[src/rtl/uart_tx_fifo_if.sv]
// Byte-write / status bundle between the controller's send logic and the UART transmitter.
interface uart_tx_fifo_if;
    logic [7:0] txdata;
    logic       dataValid;
    logic       tx;
    logic       busy;
    logic       full;
    logic       overflow;

    modport master (output txdata, dataValid, input tx, busy, full, overflow);
    modport slave  (input txdata, dataValid, output tx, busy, full, overflow);
endinterface

[src/rtl/uart_tx_fifo.sv]
// UART transmitter with a small byte FIFO: 8N1 by default, 8E1 when UART_TX_PARITY_EN is defined.
// The serial line and status outputs are all registered.
module uart_tx_fifo #(
    parameter int unsigned CLKS_PER_BIT = 434,
    parameter int unsigned FIFO_DEPTH   = 4
) (
    input logic         clk,
    input logic         rst,
    uart_tx_fifo_if.slave bus
);

    localparam int unsigned PtrW = (FIFO_DEPTH > 1) ? $clog2(FIFO_DEPTH) : 1;
    localparam int unsigned CntW = (CLKS_PER_BIT > 1) ? $clog2(CLKS_PER_BIT) : 1;
    localparam logic [PtrW:0]   FullCount = (PtrW + 1)'(FIFO_DEPTH);
    localparam logic [CntW-1:0] BaudLast  = CntW'(CLKS_PER_BIT - 1);

`ifdef UART_TX_PARITY_EN
    typedef enum logic [2:0] {StIdle, StStart, StData, StParity, StStop} state_e;
`else
    typedef enum logic [1:0] {StIdle, StStart, StData, StStop} state_e;
`endif

    state_e          state_q, state_d;
    logic [7:0]      mem_q [FIFO_DEPTH];
    logic [PtrW-1:0] wr_ptr_q, rd_ptr_q;
    logic [PtrW:0]   count_q, count_d;
    logic [CntW-1:0] baud_q;
    logic [2:0]      bit_idx_q;
    logic [7:0]      shift_q;
    logic            tx_q, tx_d;
    logic            busy_q, full_q, overflow_q;
    logic            wr_en, pop, baud_done;
`ifdef UART_TX_PARITY_EN
    logic            parity_q;
`endif

    // Full is the registered pre-edge value, so a write racing a pop while full is dropped.
    assign wr_en     = bus.dataValid & ~full_q;
    assign pop       = (state_q == StIdle) && (count_q != '0);
    assign baud_done = (baud_q == BaudLast);

    always_comb begin
        count_d = count_q;
        case ({wr_en, pop})
            2'b10:   count_d = count_q + (PtrW + 1)'(1);
            2'b01:   count_d = count_q - (PtrW + 1)'(1);
            default: count_d = count_q;
        endcase
    end

    always_ff @(posedge clk) begin
        if (rst) state_q <= StIdle;
        else     state_q <= state_d;
    end

    always_comb begin
        state_d = state_q;
        unique case (state_q)
            StIdle:   if (pop) state_d = StStart;
            StStart:  if (baud_done) state_d = StData;
`ifdef UART_TX_PARITY_EN
            StData:   if (baud_done && bit_idx_q == 3'd7) state_d = StParity;
            StParity: if (baud_done) state_d = StStop;
`else
            StData:   if (baud_done && bit_idx_q == 3'd7) state_d = StStop;
`endif
            StStop:   if (baud_done) state_d = StIdle;
            default:  state_d = StIdle;
        endcase
    end

    // Line level is derived from the current state and registered, so tx trails state by a cycle.
    always_comb begin
        tx_d = 1'b1;
        unique case (state_q)
            StStart:  tx_d = 1'b0;
            StData:   tx_d = shift_q[0];
`ifdef UART_TX_PARITY_EN
            StParity: tx_d = parity_q;
`endif
            default:  tx_d = 1'b1;
        endcase
    end

    always_ff @(posedge clk) begin
        if (wr_en) mem_q[wr_ptr_q] <= bus.txdata;
    end

    always_ff @(posedge clk) begin
        if (rst) begin
            wr_ptr_q   <= '0;
            rd_ptr_q   <= '0;
            count_q    <= '0;
            baud_q     <= '0;
            bit_idx_q  <= '0;
            shift_q    <= '0;
            tx_q       <= 1'b1;
            busy_q     <= 1'b0;
            full_q     <= 1'b0;
            overflow_q <= 1'b0;
`ifdef UART_TX_PARITY_EN
            parity_q   <= 1'b0;
`endif
        end else begin
            count_q    <= count_d;
            full_q     <= (count_d == FullCount);
            overflow_q <= bus.dataValid & full_q;
            busy_q     <= (state_q != StIdle) || (count_q != '0);
            tx_q       <= tx_d;
            if (wr_en) wr_ptr_q <= wr_ptr_q + PtrW'(1);
            if (pop) begin
                rd_ptr_q  <= rd_ptr_q + PtrW'(1);
                shift_q   <= mem_q[rd_ptr_q];
                baud_q    <= '0;
                bit_idx_q <= '0;
`ifdef UART_TX_PARITY_EN
                parity_q  <= ^mem_q[rd_ptr_q];
`endif
            end else if (state_q != StIdle) begin
                if (baud_done) begin
                    baud_q <= '0;
                    if (state_q == StData) begin
                        shift_q   <= shift_q >> 1;
                        bit_idx_q <= bit_idx_q + 3'd1;
                    end
                end else begin
                    baud_q <= baud_q + CntW'(1);
                end
            end
        end
    end

    assign bus.tx       = tx_q;
    assign bus.busy     = busy_q;
    assign bus.full     = full_q;
    assign bus.overflow = overflow_q;

endmodule

[src/flat_wrapper.sv]
// flat-port wrapper written by rule: the top's interface ports become plain ports
module uart_tx_fifo_flat 
#(
    parameter int unsigned CLKS_PER_BIT = 434,
    parameter int unsigned FIFO_DEPTH   = 4
)
  (clk, rst, bus_txdata, bus_dataValid, bus_tx, bus_busy, bus_full, bus_overflow);
  uart_tx_fifo_if bus_i ();
  input logic clk;
  input logic rst;
  input wire logic [$bits(bus_i.txdata)-1:0] bus_txdata;
  input wire logic [$bits(bus_i.dataValid)-1:0] bus_dataValid;
  output wire logic [$bits(bus_i.tx)-1:0] bus_tx;
  output wire logic [$bits(bus_i.busy)-1:0] bus_busy;
  output wire logic [$bits(bus_i.full)-1:0] bus_full;
  output wire logic [$bits(bus_i.overflow)-1:0] bus_overflow;
  assign bus_i.txdata = bus_txdata;
  assign bus_i.dataValid = bus_dataValid;
  assign bus_tx = bus_i.tx;
  assign bus_busy = bus_i.busy;
  assign bus_full = bus_i.full;
  assign bus_overflow = bus_i.overflow;
  uart_tx_fifo #(.CLKS_PER_BIT(CLKS_PER_BIT), .FIFO_DEPTH(FIFO_DEPTH)) u_core (.clk(clk), .rst(rst), .bus(bus_i));
endmodule
[config.mk]
export PLATFORM = sky130hd
export DESIGN_NAME = uart_tx_fifo_flat
export DESIGN_NICKNAME = d
export VERILOG_FILES = /design/src/rtl/uart_tx_fifo_if.sv /design/src/rtl/uart_tx_fifo.sv /design/src/flat_wrapper.sv
export SDC_FILE = /design/constraint.sdc
export NUM_CORES = 1
export LEC_CHECK = 0
export ABC_AREA = 1
export CELL_PAD_IN_SITES_DETAIL_PLACEMENT = 0
export CELL_PAD_IN_SITES_GLOBAL_PLACEMENT = 2
export CORE_MARGIN = 2
export CORE_UTILIZATION = 34
export CTS_CLUSTER_DIAMETER = 60
export DETAILED_ROUTE_END_ITERATION = 6
export PLACE_DENSITY_LB_ADDON = 0.1
export RECOVER_POWER = 25
export SLEW_MARGIN = 10
export SYNTH_ARGS = -nofsm -noshare
export SYNTH_HDL_FRONTEND = slang
export SYNTH_SLANG_ARGS = --single-unit
export TNS_END_PERCENT = 5
[constraint.sdc]
create_clock -name clk -period 2.11 [get_ports clk]
set_input_delay 0.5275 -clock clk [delete_from_list [all_inputs] [get_ports clk]]
set_output_delay 0.5275 -clock clk [all_outputs]
set_load 0.02 [all_outputs]
# Word level (Yosys, flattened, before mapping)
# Memory sizes are Yosys's and may differ from the RTL's. A register that Yosys moved wholly into a read port is not among the register bits.
# Cells that the tools add are included.
dict set report totals {
  regBits 33
  ramBits 32
  in_bits 11
  out_inout_bits 4
  wordCells 62
  memories 1
}
dict set report classes {
  addsub 6
  n_eq_ne 12
  n_mux 16
  bitwise_logic 3
  reduce_logical 13
}
# memory depth word_bits read_ports rd_ports_with_merged_regs wr line_no
set memory_table {}
lappend memory_table {u_core.mem_q 4 8 1 1 1 uart_tx_fifo.sv:24} ;# logic [7:0] mem_q [FIFO_DEPTH];
# cell count
set ops {}
lappend ops {{$mux 8} 4}
lappend ops {{$mux 2} 6}
lappend ops {{$add 9x1->9 const B} 1}
lappend ops {{$eq 9x9->1 const B} 1}
lappend ops {{$mux 9} 1}
lappend ops {{$ne 2x1->1 const B} 4}
lappend ops {{$pmux 2 s4} 1}
lappend ops {{$reduce_bool 2->1} 4}
lappend ops {{$add 3x1->3 const B} 2}
lappend ops {{$eq 2x2->1 const B} 3}
lappend ops {{$eq 3x3->1 const B} 2}
lappend ops {{$pmux 3 s2} 1}
lappend ops {{$reduce_and 3->1} 2}
lappend ops {{$add 2x1->2 const B} 2}
lappend ops {{$eq 2x1->1 const B} 2}
lappend ops {{$reduce_and 4->1} 1}
lappend ops {{$reduce_bool 3->1} 1}
lappend ops {{$sub 3x1->3 const B} 1}
lappend ops {{$and 1x1->1} 2}
lappend ops {{$logic_and 1x1->1} 2}
lappend ops {{$logic_not 2->1} 1}
lappend ops {{$mux 1} 2}
lappend ops {{$pmux 1 s2} 1}
lappend ops {{$reduce_or 2->1} 1}
lappend ops {{other kinds (2)} 2}

# Logic depth before layout (Yosys ltp)
dict set report depth {
  ltp_word 5
  mapped_depth 13
  ltp_nobuf 12
}

# Worst setup path before layout
# Ideal clock, no wire load.
dict set report synth_timing {
  kind {reg2reg}
  startpoint {register u_core.state_q[0]}
  endpoint {register u_core.full_q (netlist: u_core.bus.full)}
  setup_time_ps 65
  t_arrival_ps 2040
  t_required_ps 2045
  slack_ps 5
  stages_incl_launch_ff 11
  path_buffers 1
  synth_period_minus_slack_ps 2105
  path_cell_list {dfxtp_1 -> inv_1 -> ha_1 -> nand2_4 -> inv_2 -> buf_6 -> ha_1 -> fa_1 -> o21ai_0 -> nand2_1 -> nor2_1}
}
dict set report synth_via {
  elab_chain_cells 5
  elab_cells_between_ends 6
  cone_classes {eq/ne (3); mux (1); reduce/logical (2)}
}
# element line_no
set synth_lines {}
lappend synth_lines {{start, declared} uart_tx_fifo.sv:23} ;# state_e state_q, state_d;
lappend synth_lines {{start signal, assigned} uart_tx_fifo.sv:52} ;# if (rst) state_q <= StIdle;
lappend synth_lines {{start signal, assigned} uart_tx_fifo.sv:53} ;# else state_q <= state_d;
lappend synth_lines {{$logic_not 2->1 *} uart_tx_fifo.sv:39} ;# assign pop = (state_q == StIdle) && (count_q != '0);
lappend synth_lines {{$logic_and 1x1->1 *} uart_tx_fifo.sv:39}
lappend synth_lines {{$eq 2x1->1 / $eq 2x2->1 (equally long branches)} uart_tx_fifo.sv:44} ;# case ({wr_en, pop})
lappend synth_lines {{$pmux 3 s2 *} uart_tx_fifo.sv:44}
lappend synth_lines {{$eq 3x3->1 *} uart_tx_fifo.sv:106} ;# full_q <= (count_d == FullCount);
lappend synth_lines {{end signal, assigned} uart_tx_fifo.sv:106}
lappend synth_lines {{end, declared} uart_tx_fifo.sv:31} ;# logic busy_q, full_q, overflow_q;
# Every way passes the cells marked *; elsewhere a longest branch is shown, timed or not.
# A chain may end at the register's enable or synchronous reset.

# Final worst setup path
dict set report layout_timing {
  startpoint {input port bus_dataValid}
  endpoint {register u_core.full_q (netlist: u_core.bus.full)}
}
dict set report layout_via {
  elab_chain_cells 4
  elab_cells_between_ends 5
  cone_classes {eq/ne (3); mux (1); bitwise (1)}
}
# element line_no
set layout_lines {}
lappend layout_lines {{start, declared} flat_wrapper.sv:12} ;# input wire logic [$bits(bus_i.dataValid)-1:0] bus_dataValid;
lappend layout_lines {{$and 1x1->1 *} uart_tx_fifo.sv:38} ;# assign wr_en = bus.dataValid & ~full_q;
lappend layout_lines {{$eq 2x1->1 / $eq 2x2->1 (equally long branches)} uart_tx_fifo.sv:44}
lappend layout_lines {{$pmux 3 s2 *} uart_tx_fifo.sv:44}
lappend layout_lines {{$eq 3x3->1 *} uart_tx_fifo.sv:106}
# Marks and branches as above.

==> impl_metrics.sql <==
INSERT INTO impl_metrics (metric_group, metric, value, unit) VALUES
('layout', 'final_net_count', '409', ''),
('layout', 'synth_to_layout_area_growth', '18.9', '%'),
('worst_setup_path', 'timing.critical_path.to_type', 'flip-flop', ''),
('sta', 'finalHoldViolations', '0', ''),
('place', 'place_congestion', '0.688', ''),
('logic_synthesis', 'synth.yosys.warnings', '0', ''),
('hold_path', 'worstHoldEndpoint', 'u_core.bit_idx_q[1]', ''),
('logic_synthesis', 'seq_area_frac_synth', '53.5', '%'),
('sta', 'final_max_slew_viol_count', '0', ''),
('logic_synthesis', 'synth-async-reset-ratio', '0', '%'),
('global_routing', 'grt_pass1_vias', '2165', ''),
('global_routing', 'grt_antenna_before_repair', '0', ''),
('worst_setup_path', 'timing.rr.start', 'u_core.state_q[1]', ''),
('clock_tree', 'clock-root-buffer', 'sky130_fd_sc_hd__clkbuf_8', ''),
('routing', 'route.vias.total', '2182', ''),
('hold_path', 'worst_hold_startpoint', 'u_core.bit_idx_q[1]', ''),
('routing', 'dr_pass1_iterations', '4', ''),
('sta', 'final_min_period_over_clock_period', '91.6', '%'),
('sta', 'final_count_of_negative_setup_slack_endpoints', '0', ''),
('routing', 'met2_wl', '2.59', 'mm'),
('layout', 'antenna-diode-count', '0', ''),
('sta', 'worstMarginPinSlew', '0.518', 'ns'),
('sta', 'maxSlewHeadroom', '65.4', '%'),
('logic_synthesis', 'synth-edff-count', '32', ''),
('status', 'status', 'complete, no violations', ''),
('logic_synthesis', 'synth_flop_type', 'sky130_fd_sc_hd__dfxtp_1', ''),
('floorplanning', 'io_pins', '15', ''),
('clock_tree', 'tritoncts', 'built', ''),
('logic_synthesis', 'netlist_instances', '349', ''),
('routing', 'topRoutingLayerUsed', 'met4', ''),
('place', 'buffers_added_on_ports', '14', ''),
('sta', 'fin_crit', '1.93', 'ns'),
('layout', 'final-seq-area', '1660', 'um^2'),
('worst_setup_path', 'path_class', 'input port to flip-flop', ''),
('worst_setup_path', 'worst_path_most_repeated_cell', 'sky130_fd_sc_hd__nor2_1', ''),
('routing', 'wl_met3', '212', 'um'),
('floorplanning', 'start_util', '35.3', '%'),
('floorplanning', 'die_area', '9910', 'um^2'),
('clock_tree', 'cts_hold_buffers', '0', ''),
('logic_synthesis', 'post_synth.cell_area_avg', '8.90', 'um^2'),
('clock_tree', 'number_of_buffers_created_by_cts', '9', ''),
('worst_setup_path', 'regToRegSetupSlack', '0.27', 'ns'),
('place', 'hpwl', '4.14', 'mm'),
('logic_synthesis', 'synth_area_leaders', 'sky130_fd_sc_hd__edfxtp_1, sky130_fd_sc_hd__dfxtp_1, sky130_fd_sc_hd__nand2_1, sky130_fd_sc_hd__inv_1, sky130_fd_sc_hd__ha_1', ''),
('routing', 'wire_per_inst', '11.9', 'um'),
('worst_setup_path', 'crit_family', 'buffers and inverters', ''),
('global_routing', 'grt_usage', '13.8', '%'),
('worst_setup_path', 'critical_path_peak_fanout', '2', ''),
('hold_path', 'whs_path_depth', '2', ''),
('layout', 'drive_gt1_share', '13.7', '%'),
('logic_synthesis', 'net_count_after_synthesis', '376', ''),
('routing', 'drt-total-wl', '5.90', 'mm'),
('logic_synthesis', 'yosys.cell_types.count', '33', ''),
('global_routing', 'grt_remaining_overflow', '0', ''),
('worst_setup_path', 'critical_path_arrival', '2.17', 'ns'),
('routing', 'detail_route.drc_violations', '0', ''),
('logic_synthesis', 'synthMostInstantiatedCell', 'sky130_fd_sc_hd__nand2_1', ''),
('pwr', 'finalPower', '4.57', 'mW'),
('worst_setup_path', 'cpMaxStageDelayCell', 'sky130_fd_sc_hd__clkdlybuf4s50_1', ''),
('logic_synthesis', 'synth_top_area_cell', 'sky130_fd_sc_hd__edfxtp_1', ''),
('clock_tree', 'clockBufferDepth', '2', ''),
('clock_tree', 'worstSkewPairLatency', '0.34', 'ns'),
('routing', 'postRouteAntennaNets', '0', ''),
('sta', 'skew', '0.00959', 'ns'),
('pwr', 'powerDensity', '1240', 'nW/um^2'),
('clock_tree', 'h-tree-depth', '3', ''),
('flow_run', 'drv.max_cap_violation_count', '0', ''),
('worst_setup_path', 'cp_num_buf_inv', '3', ''),
('hold_path', 'hold_path.class', 'flip-flop to flip-flop', ''),
('worst_setup_path', 'ordered_list_of_cells_on_the_worst_path', 'clkdlybuf4s50_1 -> inv_1 -> nor2_1 -> clkinv_1 -> ha_2 -> fa_1 -> nor2_1 -> nor2_1 -> nand2_1 -> nand2_1 -> nand3_1 -> nor2_1', ''),
('layout', 'nFillCells', '901', '');
[logic make-up (layout without fill, tap and decap cells)]
group	count (synthesis)	count (layout)	share of synthesized area, %
AO/OA/AOI/OAI	40	40	7.78
adder cells (fa/ha/maj)	16	16	6.69
buffers and inverters	66	104	8.50
XOR/XNOR	3	3	0.846
flip-flops	67	67	53.5
AND/OR/NAND/NOR	157	157	22.7
[power by group]
group / total, mW / internal [mW] / switching, mW
registers: 1.70 / 1.59 / 0.115
clock network: 1.27 / 0.783 / 0.489
logic: 1.59 / 0.600 / 0.995
total: 4.57 / 2.97 / 1.60
[area by class of cell]
type / instances / share of cell area [%]
inverters: 59 / 6.00
multi-input cells: 216 / 32.0
clock buffers: 9 / 3.35
repair buffers: 29 / 6.84
well taps: 108 / 3.66
clock inverters: 7 / 3.12
flip-flops and latches: 67 / 45.0
[layout by cell type (no fill, tap or decap), drive strengths merged]
| cell | Yosys | layout |
|---|---|---|
| nand4 | 2 | 2 |
| clkbuf | 0 | 9 |
| nor4 | 1 | 1 |
| nor2 | 35 | 35 |
| buf | 7 | 15 |
| clkdlybuf4s50 | 0 | 7 |
| o22ai | 1 | 1 |
| inv | 58 | 59 |
| nor3b | 1 | 1 |
| fa | 1 | 1 |
| dlygate4sd3 | 0 | 7 |
| nand3b | 1 | 1 |
| xor2 | 2 | 2 |
| clkinv | 1 | 3 |
| bufinv | 0 | 3 |
| nor3 | 2 | 2 |
| ha | 15 | 15 |
| or2 | 1 | 1 |
| clkinvlp | 0 | 1 |
| a31oi | 2 | 2 |
| dfxtp | 35 | 35 |
| nand2 | 85 | 85 |
| o21ai | 15 | 15 |
| xnor2 | 1 | 1 |
| edfxtp | 32 | 32 |
| nand3 | 29 | 29 |
| a21oi | 22 | 22 |
[timing repair]
action | CTS | global route
buffers inserted | 0 | 0
gates resized for setup | 0 | 3
endpoints found under the setup margin | 0 | 2
[worst max path at each step]
| stage | from | slack (ns) | cells after the start | endpoint |
|---|---|---|---|---|
| 3_5_place_dp | bus_dataValid | -0.24 | 9 | u_core.bus.full |
| 2_1_floorplan | u_core.state_q[0] | 0.005 | 10 | u_core.bus.full |
| 6_report | bus_dataValid | 0.18 | 12 | u_core.bus.full |
| 4_1_cts | bus_dataValid | 0.11 | 9 | u_core.bus.full |
| 5_1_grt | bus_dataValid | 0.03 | 11 | u_core.bus.full |
| 3_3_place_gp | bus_dataValid | -0.21 | 9 | u_core.bus.full |
[worst reg2reg max path: cells and delay by family, from the launching register on]
| family | cells | cell delay [ns] |
|---|---|---|
| and+or+nand+nor | 7 | 0.48 |
| adders and majority gates | 3 | 0.78 |
| DFF | 1 | 0.37 |
| buffers and inverters | 2 | 0.13 |
[sequential cells by signal, summed over array words and instances, names as in the netlist, named ones only]
signal	count
u_core.mem_q	32
u_core.baud_q	9
u_core.shift_q	8
u_core.bit_idx_q	3
u_core.count_q	3
u_core.rd_ptr_q	2
u_core.state_q	2
u_core.wr_ptr_q	2
u_core.bus.busy	1
u_core.bus.full	1
u_core.bus.overflow	1
u_core.bus.tx	1
[routing by layer]
metal,global-route usage (%),vias to the layer above
met5,0,-
met4,4.95,0
met3,4.22,8
met2,20.7,34
met1,18.8,963
li1,-,1177
[metrics by stage]
step	TNS [ns]	hold WS [ns]	instances	worst slack, ns	area, um^2
final	0	0.452	495	0.178	3690
after global routing	0	0.489	495	0.0267	3690
after CTS	0	0.457	495	0.115	3690
after detailed placement	-0.648	0.445	479	-0.239	3450
after global placement	-0.565	0.436	479	-0.211	3450
after floorplan	0	0.423	349	0.00538	3110
(Power assumes the default switching activity.)
